<file path="config.mk">
export PLATFORM = sky130hd
export DESIGN_NAME = div_unit
export DESIGN_NICKNAME = d
export VERILOG_FILES = /design/src/rtl/div_pkg.sv /design/src/rtl/div_core.sv /design/src/rtl/div_unit.sv
export SDC_FILE = /design/constraint.sdc
export NUM_CORES = 1
export LEC_CHECK = 0
export ABC_AREA = 1
export BUFFER_PORTS_ARGS = -buffer_cell sky130_fd_sc_hd__buf_2
export CAP_MARGIN = 30
export CORE_MARGIN = 4
export CORE_UTILIZATION = 57
export CTS_BUF_LIST = sky130_fd_sc_hd__clkbuf_8
export DETAILED_ROUTE_END_ITERATION = 12
export GPL_TIMING_DRIVEN = 1
export HOLD_SLACK_MARGIN = 0.06
export PLACE_DENSITY = 0.78
export SETUP_SLACK_MARGIN = 0.4
export SYNTH_ARGS = -nofsm -noshare
export SYNTH_HDL_FRONTEND = slang
export SYNTH_SLANG_ARGS = --single-unit
export TNS_END_PERCENT = 50
</file>
<file path="constraint.sdc">
create_clock -name CLK -period 2.2 [get_ports CLK]
set_input_delay 0.11 -clock CLK [delete_from_list [all_inputs] [get_ports CLK]]
set_output_delay 0.11 -clock CLK [all_outputs]
set_load 0.03 [all_outputs]
</file>
<file path="src/rtl/div_pkg.sv">
// Shared definitions for the divider block: field widths, iteration count and
// the divider FSM state encoding.
package div_pkg;

  localparam int unsigned DividendW = 16;
  localparam int unsigned DivisorW  = 8;
  localparam int unsigned DinW      = DividendW + DivisorW;      // {dividend, divisor}
  localparam int unsigned ResultW   = 1 + DividendW + DivisorW;  // {dz, quotient, remainder}
  localparam int unsigned NumIter   = 16;
  localparam int unsigned IterW     = $clog2(NumIter);

  typedef enum logic [1:0] {
    StIdle,
    StCalc,
    StDone
  } div_state_e;

endpackage

</file>
<file path="src/rtl/div_core.sv">
// Iterative restoring divider, one quotient bit per cycle.
//
// Ports:
//   clk_i, rst_ni  clock, asynchronous active-low reset
//   start_i        an operand pair is available (accepted while not busy)
//   dividend_i     16-bit dividend
//   divisor_i      8-bit divisor
//   busy_o         core is not idle; start_i is not accepted
//   done_o         result_o is valid and waiting for ack_i
//   ack_i          result taken this cycle; core returns to idle
//   result_o       {dz, quotient[15:0], remainder[7:0]}
module div_core
  import div_pkg::*;
(
  input  logic                 clk_i,
  input  logic                 rst_ni,
  input  logic                 start_i,
  input  logic [DividendW-1:0] dividend_i,
  input  logic [DivisorW-1:0]  divisor_i,
  output logic                 busy_o,
  output logic                 done_o,
  input  logic                 ack_i,
  output logic [ResultW-1:0]   result_o
);

  div_state_e           state_q, state_d;
  logic [DividendW-1:0] quo_q, quo_d;  // holds the dividend, shifts into the quotient
  logic [DivisorW-1:0]  rem_q, rem_d;  // partial remainder, always below the divisor
  logic [DivisorW-1:0]  dsr_q, dsr_d;
  logic                 dz_q, dz_d;
  logic [IterW-1:0]     cnt_q, cnt_d;

  logic [DivisorW:0]    rem_sh;
  logic                 neg;

  always_comb begin
    state_d = state_q;
    quo_d   = quo_q;
    rem_d   = rem_q;
    dsr_d   = dsr_q;
    dz_d    = dz_q;
    cnt_d   = cnt_q;

    rem_sh  = {rem_q, quo_q[DividendW-1]};
    neg     = rem_sh < {1'b0, dsr_q};

    unique case (state_q)
      StIdle: begin
        if (start_i) begin
          quo_d   = dividend_i;
          rem_d   = '0;
          dsr_d   = divisor_i;
          dz_d    = (divisor_i == '0);
          cnt_d   = '0;
          state_d = StCalc;
        end
      end
      StCalc: begin
        if (dz_q) begin
          // Divide by zero: all-ones quotient, low dividend byte as remainder.
          rem_d   = quo_q[DivisorW-1:0];
          quo_d   = '1;
          state_d = StDone;
        end else begin
          // A negative trial difference keeps the shifted remainder (restore).
          rem_d = neg ? rem_sh[DivisorW-1:0] : DivisorW'(rem_sh - {1'b0, dsr_q});
          quo_d = {quo_q[DividendW-2:0], ~neg};
          cnt_d = cnt_q + 1'b1;
          if (cnt_q == IterW'(NumIter - 1)) begin
            state_d = StDone;
          end
        end
      end
      StDone: begin
        if (ack_i) begin
          state_d = StIdle;
        end
      end
      default: state_d = StIdle;
    endcase
  end

  always_ff @(posedge clk_i or negedge rst_ni) begin
    if (!rst_ni) begin
      state_q <= StIdle;
      quo_q   <= '0;
      rem_q   <= '0;
      dsr_q   <= '0;
      dz_q    <= 1'b0;
      cnt_q   <= '0;
    end else begin
      state_q <= state_d;
      quo_q   <= quo_d;
      rem_q   <= rem_d;
      dsr_q   <= dsr_d;
      dz_q    <= dz_d;
      cnt_q   <= cnt_d;
    end
  end

  assign busy_o   = (state_q != StIdle);
  assign done_o   = (state_q == StDone);
  assign result_o = {dz_q, quo_q, rem_q};

endmodule

</file>
<file path="src/rtl/div_unit.sv">
// Buffered divider: operand FIFO -> iterative divider core -> result FIFO.
//
// Ports:
//   CLK    clock, rising edge
//   RST    asynchronous active-low reset
//   DIN    {dividend[15:0], divisor[7:0]}, pushed when WR=1 and FULL=0
//   WR     write strobe
//   FULL   operand buffer holds DEPTH entries
//   RD     read strobe, pops a result when EMPTY=0
//   DOUT   {dz, quotient[15:0], remainder[7:0]}, held between reads
//   VALID  DOUT carries the result popped on the previous edge
//   EMPTY  result buffer holds no entries
module div_unit
  import div_pkg::*;
#(
  parameter int unsigned DEPTH = 4
) (
  input  logic               CLK,
  input  logic               RST,
  input  logic [DinW-1:0]    DIN,
  input  logic               WR,
  output logic               FULL,
  input  logic               RD,
  output logic [ResultW-1:0] DOUT,
  output logic               VALID,
  output logic               EMPTY
);

  localparam int unsigned PtrW = (DEPTH > 1) ? $clog2(DEPTH) : 1;
  localparam int unsigned CntW = $clog2(DEPTH + 1);

  function automatic logic [PtrW-1:0] ptr_inc(input logic [PtrW-1:0] p);
    return (p == PtrW'(DEPTH - 1)) ? '0 : p + 1'b1;
  endfunction

  // Operand buffer
  logic [DinW-1:0] ib_mem [DEPTH];
  logic [PtrW-1:0] ib_wptr_q, ib_rptr_q;
  logic [CntW-1:0] ib_cnt_q;
  logic [DinW-1:0] ib_head;
  logic            ib_push, ib_pop;

  // Result buffer
  logic [ResultW-1:0] ob_mem [DEPTH];
  logic [PtrW-1:0]    ob_wptr_q, ob_rptr_q;
  logic [CntW-1:0]    ob_cnt_q;
  logic               ob_full, ob_push, ob_pop;

  logic [ResultW-1:0] dout_q;
  logic               valid_q;

  logic               core_start, core_busy, core_done;
  logic [ResultW-1:0] core_result;

  assign FULL    = (ib_cnt_q == CntW'(DEPTH));
  assign EMPTY   = (ob_cnt_q == '0);
  assign ob_full = (ob_cnt_q == CntW'(DEPTH));

  assign ib_head    = ib_mem[ib_rptr_q];
  assign core_start = (ib_cnt_q != '0);

  assign ib_push = WR && !FULL;
  assign ib_pop  = core_start && !core_busy;  // the core captures the head as it leaves idle
  assign ob_push = core_done && !ob_full;
  assign ob_pop  = RD && !EMPTY;

  div_core u_core (
    .clk_i      (CLK),
    .rst_ni     (RST),
    .start_i    (core_start),
    .dividend_i (ib_head[DinW-1:DivisorW]),
    .divisor_i  (ib_head[DivisorW-1:0]),
    .busy_o     (core_busy),
    .done_o     (core_done),
    .ack_i      (ob_push),
    .result_o   (core_result)
  );

  always_ff @(posedge CLK) begin
    if (ib_push) begin
      ib_mem[ib_wptr_q] <= DIN;
    end
    if (ob_push) begin
      ob_mem[ob_wptr_q] <= core_result;
    end
  end

  always_ff @(posedge CLK or negedge RST) begin
    if (!RST) begin
      ib_wptr_q <= '0;
      ib_rptr_q <= '0;
      ib_cnt_q  <= '0;
      ob_wptr_q <= '0;
      ob_rptr_q <= '0;
      ob_cnt_q  <= '0;
      dout_q    <= '0;
      valid_q   <= 1'b0;
    end else begin
      if (ib_push) ib_wptr_q <= ptr_inc(ib_wptr_q);
      if (ib_pop)  ib_rptr_q <= ptr_inc(ib_rptr_q);
      if (ib_push && !ib_pop) begin
        ib_cnt_q <= ib_cnt_q + 1'b1;
      end else if (!ib_push && ib_pop) begin
        ib_cnt_q <= ib_cnt_q - 1'b1;
      end

      if (ob_push) ob_wptr_q <= ptr_inc(ob_wptr_q);
      if (ob_pop)  ob_rptr_q <= ptr_inc(ob_rptr_q);
      if (ob_push && !ob_pop) begin
        ob_cnt_q <= ob_cnt_q + 1'b1;
      end else if (!ob_push && ob_pop) begin
        ob_cnt_q <= ob_cnt_q - 1'b1;
      end

      valid_q <= ob_pop;
      if (ob_pop) begin
        dout_q <= ob_mem[ob_rptr_q];
      end
    end
  end

  assign DOUT  = dout_q;
  assign VALID = valid_q;

endmodule

</file>
==> results.py <==
metrics = {
    "timing": {
        "grt_setup_unrepaired": "true",
        "final.setup_skew_ps": 19.5,
        "max_freq_ghz": 0.550,
        "finalSetupTns_ps": 0,
        "period_share": 0.826,
        "post-route-min-period_ps": 1820,
        "maxSlewViolCount": 0,
        "holdWs_ps": 82.5,
        "worstMarginPinSlew_ps": 733,
        "setup_viol": 0,
        "hold_viol": 0,
        "max-slew-margin-rel": 0.511,
    },
    "synthesis": {
        "post-synth-top-count-cell": "edfxtp_1",
        "synth_common_cells": "edfxtp_1 (196), nor2_1 (174), nand2_1 (130)",
        "synth_top_area_share": 0.517,
        "ys_types": 39,
        "yosysTopAreaCell": "edfxtp_1",
        "synth_edf_count": 196,
        "ys_ff_latch": 275,
        "syn-num-nets": 1036,
        "async_flop_share": 0.287,
        "yosysWarnings": 0,
        "synth_top_flop_cell": "edfxtp_1",
        "syn_inst": 984,
        "syn_avg_cell_area_sq_um": 11.6,
        "netlist_area_sq_um": 11400,
        "ys_top_cells_by_area": "edfxtp_1 (52%), dfrtp_1 (17%), nor2_1 (5.7%)",
        "ys_seq_area_frac": 0.690,
    },
    "clocking": {
        "clock_latency_ps": 550,
        "numCtsBuffers": 43,
        "cts_root_buf": "clkbuf_8",
        "clkTransAtPathRegs_ps": 60,
        "cts.sinks": 275,
        "htreeDepth": 2,
        "cts.path.max_buffers": 3,
        "tritoncts": "built",
    },
    "power": {
        "power_density_nw_per_um2": 1480,
        "irDropWorstVdd_v": 0.000748,
        "leakage_nw": 5.42,
    },
    "place": {
        "place.detailed.hpwl_microns": 13300,
        "globalplace.congestion": 0.884,
        "dp.cells": 1285,
        "port-buffer-count": 55,
    },
    "die": {
        "die_h_microns": 149,
        "die_area_sq_um": 22300,
        "start_util": 0.583,
        "ios": 56,
        "rows": 51,
        "core-area_sq_um": 19500,
        "die_x_microns": 149,
    },
    "finish": {
        "drive_gt1_frac": 0.203,
        "fin_cells": 1414,
        "antenna_cells": 0,
        "num-nets-final": 1166,
        "syn2layout_area_growth_pct": 19.6,
    },
    "critical_path": {
        "path_cells": "nor2_2 -> nand2_2 -> nand3_2 -> inv_2 -> ha_4 -> inv_4 -> fa_2 -> mux2_4",
        "slowest_stage": "fa_2",
        "r2r_cells": 8,
        "endpoint_kind": "flop",
        "crit_required_ps": 2640,
        "rrSetupSlack_ps": 380,
        "start_kind": "flop",
        "rr_startpoint": "ob_cnt_q[1]",
        "arrival_ps": 2250,
        "r2r_end": "ob_cnt_q[1]",
        "critical_path_class": "reg -> reg",
        "worst-path-max-fanout": 3,
        "max_stage_delay_ps": 420,
    },
    "global_route": {
        "grt_max_degree": 53,
        "busiest_layer": "met2",
        "antenna_found_initial": 0,
        "track_usage": 0.210,
        "grt_util_met1": 0.275,
        "grt_remaining_overflow": 0,
        "grt_pass1_vias": 7398,
        "met3_usage": 0.0322,
        "grt_first_pass_wirelength_microns": 36900,
        "use_met2": 0.361,
    },
    "min_path": {
        "hold_path_class": "in -> async",
    },
    "drt": {
        "drt_iter0_markers": 471,
        "wire_per_inst_microns": 16.7,
        "route.detailed.drc": 0,
        "vias_per_cell": 5.41,
        "firstDrtPassIters": 5,
        "ant_nets": 0,
        "routed_wl_microns": 23600,
        "num_vias": 7653,
    },
    "outcome": {
        "status": "complete, no violations",
    },
    "flow_run": {
        "maxCapViolCount": 0,
    },
}
==> metal layers <==
| layer | wire length, microns | up-vias |
|---|---|---|
| met2 | 11900 | 237 |
| met1 | 9940 | 3665 |
| met4 | 561 | 0 |
| met5 | 0 | - |
| li1 | - | 3708 |
| met3 | 1260 | 43 |
==> stage by stage <==
| stage | total power (W) | util | setup WS, ps | instance area [sq um] |
|---|---|---|---|---|
| after detailed placement | 0.0152 | 0.622 | 266 | 12100 |
| after global routing | 0.0216 | 0.698 | 296 | 13600 |
| final | 0.0202 | 0.698 | 383 | 13600 |
| after floorplan | 0.0132 | - | 43.7 | 11500 |
| after global placement | 0.0150 | 0.622 | 327 | 12100 |
| after CTS | 0.0197 | 0.684 | 364 | 13400 |
==> where the power goes <==
part / total, W / switching, W / leakage (nW) / internal [W]
Clock: 0.00424 / 0.00192 / 0.513 / 0.00233
Sequential: 0.00790 / 0.000790 / 2.72 / 0.00711
Combinational: 0.00805 / 0.00518 / 2.19 / 0.00287
==> timing repair <==
action,4_1_cts,5_1_grt
cloned,0,2
hold buffers,26,1
pin swaps,1,16
gates resized for setup,10,35
buffers inserted,4,16
endpoints found under the setup margin,16,26
hold endpoints to repair,177,1
==> layout make-up <==
type,count,area [sq um]
fill,1344,5900
clock inverter,33,216
tap,265,332
timing repair buffer,127,973
clock buffer,47,647
inverter,67,259
sequential,275,7870
multi-input combinational,600,3330
==> how the worst max path moves through the flow <==
stage,startpoint,to,slack (ps),cells past startpoint
6_report,ob_cnt_q[1],ob_cnt_q[1],380,8
2_1_floorplan,ob_cnt_q[0],ob_mem[0][0],40,4
3_5_place_dp,ob_cnt_q[0],ob_cnt_q[1],270,8
4_1_cts,ob_cnt_q[1],ob_cnt_q[1],360,8
3_3_place_gp,ob_cnt_q[0],ob_cnt_q[1],330,8
5_1_grt,ob_cnt_q[1],ob_cnt_q[2],300,9
==> sequential cells by signal, summed over array words and instances, names as in the netlist, 3 cells and up <==
register,flops
u_core.quo_q,16
u_core.rem_q,8
ob_mem,100
ob_cnt_q,3
ib_cnt_q,3
u_core.cnt_q,4
DOUT,25
u_core.dsr_q,8
ib_mem,96
==> critical path, delay by kind of cell, from the launching register on <==
kind / cells / cell delay, ps
simple gates: 3 / 300
buf+inv: 2 / 120
mux: 1 / 280
fa+ha+maj: 2 / 580
flops: 1 / 400
==> logic make-up (layout without fill, tap and decap cells) <==
| kind of cell | count (synthesis) | in the layout | synth area share |
|---|---|---|---|
| AOI/OAI and AO/OA | 197 | 197 | 0.0985 |
| and+or+nand+nor | 368 | 370 | 0.135 |
| buffers and inverters | 111 | 274 | 0.0408 |
| xor gates and xnor gates | 7 | 7 | 0.00538 |
| DFF | 275 | 275 | 0.690 |
| adders and majority gates | 24 | 24 | 0.0283 |
| muxes | 2 | 2 | 0.00187 |
==> placed cells by master, fill, tap and decap left out, types with 8 or more instances in the layout <==
cell and instances:
inv_2 13, inv_1 72, buf_4 39, nand3_1 27
a21oi_1 34, o211ai_1 21, nand4_1 12, ha_1 12
dfrtp_2 8, o21ai_0 92, dlygate4sd3_1 27, a31oi_1 26
ha_4 9, nor2_1 163, clkbuf_8 47, dfrtp_1 71
buf_2 54, edfxtp_1 196, nand2_1 126
Power figures use the tool's default switching activity.
